===== config.mk =====
export PLATFORM = sky130hd
export DESIGN_NAME = mac_result_fifo
export DESIGN_NICKNAME = d
export VERILOG_FILES = /design/src/rtl/mac_result_fifo.sv
export SDC_FILE = /design/constraint.sdc
export NUM_CORES = 1
export LEC_CHECK = 0
export ABC_CLOCK_PERIOD_IN_PS = 2800
export CAP_MARGIN = 20
export CELL_PAD_IN_SITES_DETAIL_PLACEMENT = 0
export CELL_PAD_IN_SITES_GLOBAL_PLACEMENT = 1
export CORE_ASPECT_RATIO = 1.5
export CORE_UTILIZATION = 46
export DETAILED_ROUTE_END_ITERATION = 16
export PLACE_DENSITY_LB_ADDON = 0.1
export SLEW_MARGIN = 20
export SYNTH_ARGS = -nofsm -noshare
export SYNTH_HDL_FRONTEND = slang
export SYNTH_SLANG_ARGS = --single-unit

===== constraint.sdc =====
create_clock -name clk -period 2.8 [get_ports clk]
set_clock_uncertainty 0.1 [all_clocks]
set_input_delay 0.84 -clock clk [delete_from_list [all_inputs] [get_ports clk]]
set_output_delay 0.84 -clock clk [all_outputs]
set_load 0.05 [all_outputs]

===== src/rtl/mac_result_fifo.sv =====
// Result buffer behind the MAC: captures each accumulator value on in_valid and
// hands it to the consumer through a first-word-fall-through FIFO.
module mac_result_fifo #(
   parameter int WIDTH = 20,
   parameter int DEPTH = 8
) (
   input  logic                     clk,
   input  logic                     reset,
   input  logic [WIDTH-1:0]         in_data,
   input  logic                     in_valid,
   output logic                     almost_full,
   output logic                     overflow,
   output logic [WIDTH-1:0]         out_data,
   output logic                     out_valid,
   input  logic                     out_ready,
   output logic [$clog2(DEPTH):0]   count
);

   localparam int AW = $clog2(DEPTH);
   localparam int CW = AW + 1;
   localparam logic [CW-1:0] FULL_C = CW'(DEPTH);
   localparam logic [CW-1:0] AF_C   = CW'(DEPTH - 2);

   logic [WIDTH-1:0] mem_q [DEPTH];
   logic [AW-1:0]    wr_ptr_q, wr_ptr_d;
   logic [AW-1:0]    rd_ptr_q, rd_ptr_d;
   logic [CW-1:0]    count_q, count_d;
   logic             overflow_q, overflow_d;
   logic             push, pop;

   // Handshake: the head transfers on any cycle where out_valid && out_ready;
   // out_valid never depends on out_ready, and in_valid has no ready (the
   // upstream throttles itself with almost_full instead).
   always_comb begin
      pop        = out_valid && out_ready;
      push       = in_valid && ((count_q < FULL_C) || pop);
      wr_ptr_d   = wr_ptr_q;
      rd_ptr_d   = rd_ptr_q;
      count_d    = count_q;
      overflow_d = overflow_q | (in_valid & ~push);
      if (push) begin
         wr_ptr_d = wr_ptr_q + AW'(1);
      end
      if (pop) begin
         rd_ptr_d = rd_ptr_q + AW'(1);
      end
      case ({push, pop})
         2'b10:   count_d = count_q + CW'(1);
         2'b01:   count_d = count_q - CW'(1);
         default: count_d = count_q;
      endcase
   end

   always_ff @(posedge clk or negedge reset) begin
      if (!reset) begin
         wr_ptr_q   <= '0;
         rd_ptr_q   <= '0;
         count_q    <= '0;
         overflow_q <= 1'b0;
      end else begin
         wr_ptr_q   <= wr_ptr_d;
         rd_ptr_q   <= rd_ptr_d;
         count_q    <= count_d;
         overflow_q <= overflow_d;
      end
   end

   // Storage is deliberately left out of reset; only occupancy qualifies it.
   always_ff @(posedge clk) begin
      if (push) begin
         mem_q[wr_ptr_q] <= in_data;
      end
   end

   assign out_data    = mem_q[rd_ptr_q];
   assign out_valid   = (count_q != '0);
   assign almost_full = (count_q >= AF_C);
   assign overflow    = overflow_q;
   assign count       = count_q;

endmodule

# Word level (Yosys, flattened, before mapping)

Memory sizes are Yosys's and may differ from the RTL's.
Index checks and enable logic that the tools add are counted.

$mul: 0
Shift operators: 0
Add/subtract/negate cells: 4
Div/mod/pow operators: 0
Order comparisons: 2
Bitwise operators: 3
Eq/ne operators: 2
Reduce and logical (&&, ||, !) cells: 5
Multiplexer cells: 3

Operators by type and width:

| operator                                                           | number |
|---|---|
| case mux 4 bit (2 select lines)                                    | 1 |
| adder 3 x 1 -> 3 bit (second input constant)                       | 2 |
| adder 4 x 1 -> 4 bit (second input constant)                       | 1 |
| greater-or-equal comparator 4 x 3 -> 1 bit (second input constant) | 1 |
| < comparator 4 bit (second input constant)                         | 1 |
| nonzero test 4 bit                                                 | 1 |
| subtractor 4 x 1 -> 4 bit (second input constant)                  | 1 |
| == test 2 x 1 -> 1 bit (second input constant)                     | 1 |
| == test 2 bit (second input constant)                              | 1 |
| logical AND 1 bit                                                  | 2 |
| two-way mux 1 bit                                                  | 2 |
| nonzero test 2 bit                                                 | 1 |
| bitwise AND 1 bit                                                  | 1 |
| logical OR 1 bit                                                   | 1 |
| NOT 1 bit                                                          | 1 |
| bitwise OR 1 bit                                                   | 1 |

Output and inout port bits: 27
Latch bits: 0
Bits in writable memories: 160
Flip-flop bits (word level): 11
Bits of input ports: 24
Memories kept: 1
ROM bits: 0
Logic and storage cells: 24

Memories:

| name  | words | width | read ports | clocked after memory_dff | wr ports | RTL line | RTL |
|---|---|---|---|---|---|---|---|
| mem_q | 8     | 20    | 1          | 0                        | 1        | 24       | `logic [WIDTH-1:0] mem_q [DEPTH];` |

# Longest topological paths before layout

Depth in word-level cells: 7
Mapped depth: 8
Gate-level depth less buffers: 8

# Worst setup path after synthesis

OpenSTA, ideal clock, no wires.

Kind: register to register
Start: register count_q[1], in the netlist count[1]
End: register count_q[3], in the netlist count[3]
Library setup time: 0.134 ns
Clock period less this slack: 3.210 ns
Arrival time: 2.976 ns
Cell stages (with the launch flop): 9
Buffers on the path: 0
Slack: -0.410 ns
Data required time: 2.566 ns
Cells stage by stage: dfrtp_1 > or4_4 > nand2_1 > inv_1 > ha_1 > ha_1 > or4b_2 > o311ai_0 > o211ai_1

Longest elaborated chain between the ends: 6
Elaborated cells between the ends (all ways): 11
Classes of those cells: add/sub (2); order compare (1); eq/ne (2); mux (1); reduce/logical (5)

Ends and longest elaborated chain:

| item                                                                         | RTL line | RTL |
|---|---|---|
| from (decl)                                                                  | 27       | `logic [CW-1:0] count_q, count_d;` |
| from (signal assigned)                                                       | 63       | `count_q <= count_d;` |
| nonzero test 4 bit (*)                                                       | 76       | `assign out_valid = (count_q != '0);` |
| named net out_valid                                                          | 14       | `output logic out_valid,` |
| logical AND 1 bit (*)                                                        | 35       | `pop = out_valid && out_ready;` |
| named net pop                                                                | 29       | `logic push, pop;` |
| logical OR 1 bit                                                             | 36       | `push = in_valid && ((count_q < FULL_C) \|\| pop);` |
| logical AND 1 bit                                                            | 36       |  |
| == test 2 x 1 -> 1 bit / == test 2 bit (equally long branches)               | 47       | `case ({push, pop})` |
| case mux 4 bit (2 select lines) / nonzero test 2 bit (equally long branches) | --       |  |

The timed path passes the listed nets; every way through them passes the cells marked *.
A chain may end at the register's enable or synchronous reset.

# Worst setup path in the final report

Start: register rd_ptr_q[0]
End: output port out_data[10]

Longest elaborated chain between the ends: 1

Ends and longest elaborated chain:

| item                     | RTL line | RTL |
|---|---|---|
| from (decl)              | 26       | `logic [AW-1:0] rd_ptr_q, rd_ptr_d;` |
| from (signal assigned)   | 62       | `rd_ptr_q <= rd_ptr_d;` |
| memory read (8 x 20 bit) | --       |  |
| to (decl)                | 13       | `output logic [WIDTH-1:0] out_data,` |

Every way passes these cells.

==> flow_metrics.env <==
export IMPL_ys_seq_elements=171
export IMPL_required_ps=1860
export IMPL_final_cells=609
export IMPL_syn_nets=330
export IMPL_r2r_start="count[0]"
export IMPL_hold_path_depth=1
export IMPL_holdWs_ps=419
export IMPL_final_period_utilization_pct=107
export IMPL_layout_min_cycle_time_ps=3000
export IMPL_grt_max_degree=25
export IMPL_clock_sinks=171
export IMPL_yosysWarnings=0
export IMPL_synth_cell_types=31
export IMPL_syn_inst=300
export IMPL_fmax_mhz=333
export IMPL_clk_path_buf_depth=2
export IMPL_start_util_pct=47.1
export IMPL_drcViolationCount=0
export IMPL_io_buffers=50
export IMPL_areaGrowthSynthToFinish_pct=26.7
export IMPL_routabilityCongestion=0.741
export IMPL_cts_buffers=17
export IMPL_antenna_found_initial=0
export IMPL_arrival_ps=2060
export IMPL_route_vias_total=3222
export IMPL_tightest_slew_ps=516
export IMPL_syn_area_sq_mm=0.00685
export IMPL_reg2reg_depth=8
export IMPL_grt_pass1_vias=3367
export IMPL_grt_use_total_pct=18.0
export IMPL_die_height_um=151
export IMPL_finalSetupViolations=20
export IMPL_hpwl_mm=7.41
export IMPL_power_total_mw=10.3
export IMPL_dp_cells=567
export IMPL_clkTransAtPathRegs_ps=60
export IMPL_final_fill_count=1060
export IMPL_grt_pass1_wl_mm=19.0
export IMPL_cts_tree="yes"
export IMPL_status="finished with violations"
export IMPL_cts_root_buf="clkbuf_16"
export IMPL_worstSkewPairLatency_ps=420
export IMPL_hold_viol_final=0
export IMPL_leakage_nw=2.97
export IMPL_yosysSeqAreaShare_pct=74.2
export IMPL_cp_start_kind="register"
export IMPL_rows=54
export IMPL_violations="setup timing"
export IMPL_wire_per_inst_um=21.8
export IMPL_fin_nets=430
export IMPL_drv_slew=0
export IMPL_dieArea_sq_mm=0.0154
export IMPL_drtAntennaViolNets=0
export IMPL_core_sq_mm=0.0145
export IMPL_pwr_density_cell_mw_per_mm2=1180
export IMPL_drt_total_wl_mm=13.3
export IMPL_dieWidth_um=102
export IMPL_relSlewSlack_pct=65.5
export IMPL_ctsHoldBuffers=0
export IMPL_endpoint_kind="output pin"
export IMPL_drive_gt1_share_pct=42.1
export IMPL_cts_htree_levels=4
export IMPL_via_per_inst=5.29
export IMPL_avgSynthCellArea_sq_um=22.8
export IMPL_drt_initial_drc_count=121
export IMPL_io_pins=51
export IMPL_crit_fanout=5
export IMPL_path_class="reg2out"
export IMPL_drt_pass1_iter_count=4
export IMPL_post_route_util_pct=59.7
export IMPL_hold_class="reg2reg"
export IMPL_rrSetupSlack_ps=140
export IMPL_worstReg2RegEnd="count[3]"
export IMPL_maxCapViolCount=0
export IMPL_rsz0062_at_grt="yes"
export IMPL_vdd_drop_max_v=0.000766
export IMPL_antennaDiodeCount=0
export IMPL_overflow=0
export IMPL_hp_start="wr_ptr_q[0]"
export IMPL_worst_slack_ps=-204
export IMPL_holdPathEnd="wr_ptr_q[0]"
==> routing by layer <==
| metal | global-route usage (%) | vias to the layer above | share of wire [%] |
|---|---|---|---|
| met1 | 21.6 | 1686 | 42 |
| met2 | 30.6 | 73 | 52 |
| met5 | 0 | - | 0 |
| met3 | 4.89 | 18 | 3.4 |
| met4 | 7.39 | 0 | 2.1 |
| li1 | - | 1445 | - |
==> placed cells by master, fill, tap and decap left out, drive strengths merged <==
cell type and n:
a2111o 1, a21o 1, a21oi 2, buf 61
bufinv 2, clkbuf 23, clkdlybuf4s50 27, clkinv 2
clkinvlp 6, dfrtp 11, dlymetal6s2s 2, edfxtp 160
fa 1, ha 5, inv 9, mux2 23
mux2i 1, mux4 40, nand2 4, nand2b 3
nand3 5, nand3b 1, nor2 6, nor3 2
nor3b 3, o211ai 1, o21ai 1, o21bai 1
o311ai 1, or4 1, or4b 1, xnor2 5
xor2 1
==> repair_timing <==
| item | CTS | global route |
|---|---|---|
| setup endpoints to repair | 21 | 22 |
| cloned | 0 | 6 |
| gates resized for setup | 23 | 63 |
| pin swaps | 0 | 4 |
| setup buffers | 0 | 4 |
==> cells in the mapped netlist <==
cell,n,area [sq um]
nand2b_1,3,18.8
dfrtp_1,11,275
o311ai_0,1,8.76
or4_4,1,11.3
buf_6,5,56.3
clkbuf_1,2,7.51
ha_1,5,62.6
o211ai_1,1,7.51
mux4_1,39,1020
inv_1,6,22.5
a21oi_1,2,10.0
xor2_1,1,8.76
nor3_1,2,10.0
nand3_1,5,25.0
nor2_1,6,22.5
nand3b_1,1,7.51
fa_1,1,20.0
o21ai_0,1,5.00
nor3b_1,3,22.5
xnor2_1,5,43.8
buf_2,4,20.0
mux4_2,1,22.5
a2111o_1,1,11.3
buf_1,2,7.51
nand2_1,4,15.0
a21o_1,1,7.51
mux2i_1,1,10.0
o21bai_1,1,7.51
edfxtp_1,160,4800
or4b_2,1,10.0
mux2_2,23,259
==> kinds of logic after synthesis <==
family | after synthesis | share of synthesized area [%]
DFF | 171 | 74.2
muxes | 64 | 19.2
xor gates and xnor gates | 6 | 0.768
buffers and inverters | 19 | 1.66
and+or+nand+nor | 26 | 2.08
AOI/OAI and AO/OA | 8 | 0.841
adders and majority gates | 6 | 1.21
==> where the power goes <==
part | internal, mW | leakage [nW] | switching [mW]
clock network | 1.32 | 0.259 | 0.946
registers | 3.20 | 1.57 | 0.148
logic | 2.20 | 1.13 | 2.45
==> through the flow <==
step / setup slack [ps] / instance area (sq um) / setup TNS (ps)
2_1_floorplan: -278 / 6860 / -278
3_3_place_gp: -385 / 7890 / -385
3_5_place_dp: -453 / 7890 / -454
4_1_cts: -290 / 8440 / -4720
5_1_grt: -261 / 8670 / -4920
6_report: -204 / 8670 / -3710
==> layout make-up <==
type | instances | area (sq um) | area share (%)
Sequential cell | 171 | 5080 | 58.6
Multi-Input combinational cell | 110 | 1620 | 18.7
Timing Repair Buffer | 94 | 1120 | 12.9
Clock buffer | 19 | 433 | 4.99
Tap cell | 196 | 245 | 2.83
Clock inverter | 13 | 141 | 1.63
Inverter | 6 | 22.5 | 0.260
==> how the worst max path moves through the flow <==
stage,endpoint,depth (start not counted),start
5_1_grt,out_data[18],5,rd_ptr_q[0]
3_3_place_gp,count[3],8,out_ready
2_1_floorplan,count[3],8,count[2]
6_report,out_data[10],5,rd_ptr_q[0]
3_5_place_dp,count[3],8,out_ready
4_1_cts,out_data[18],4,rd_ptr_q[0]
==> critical path: stages (launching register included) <==
cell	delay (ps)
dfrtp_2	390
buf_12	140
clkbuf_16	170
mux4_2	500
mux2_4	290
buf_8	150
==> registers in the layout, summed over array words and instances (netlist names) <==
signal    flops
count         4
overflow      1
mem_q       160
wr_ptr_q      3
rd_ptr_q      3
No activity file was read; power rests on OpenSTA's default activity.
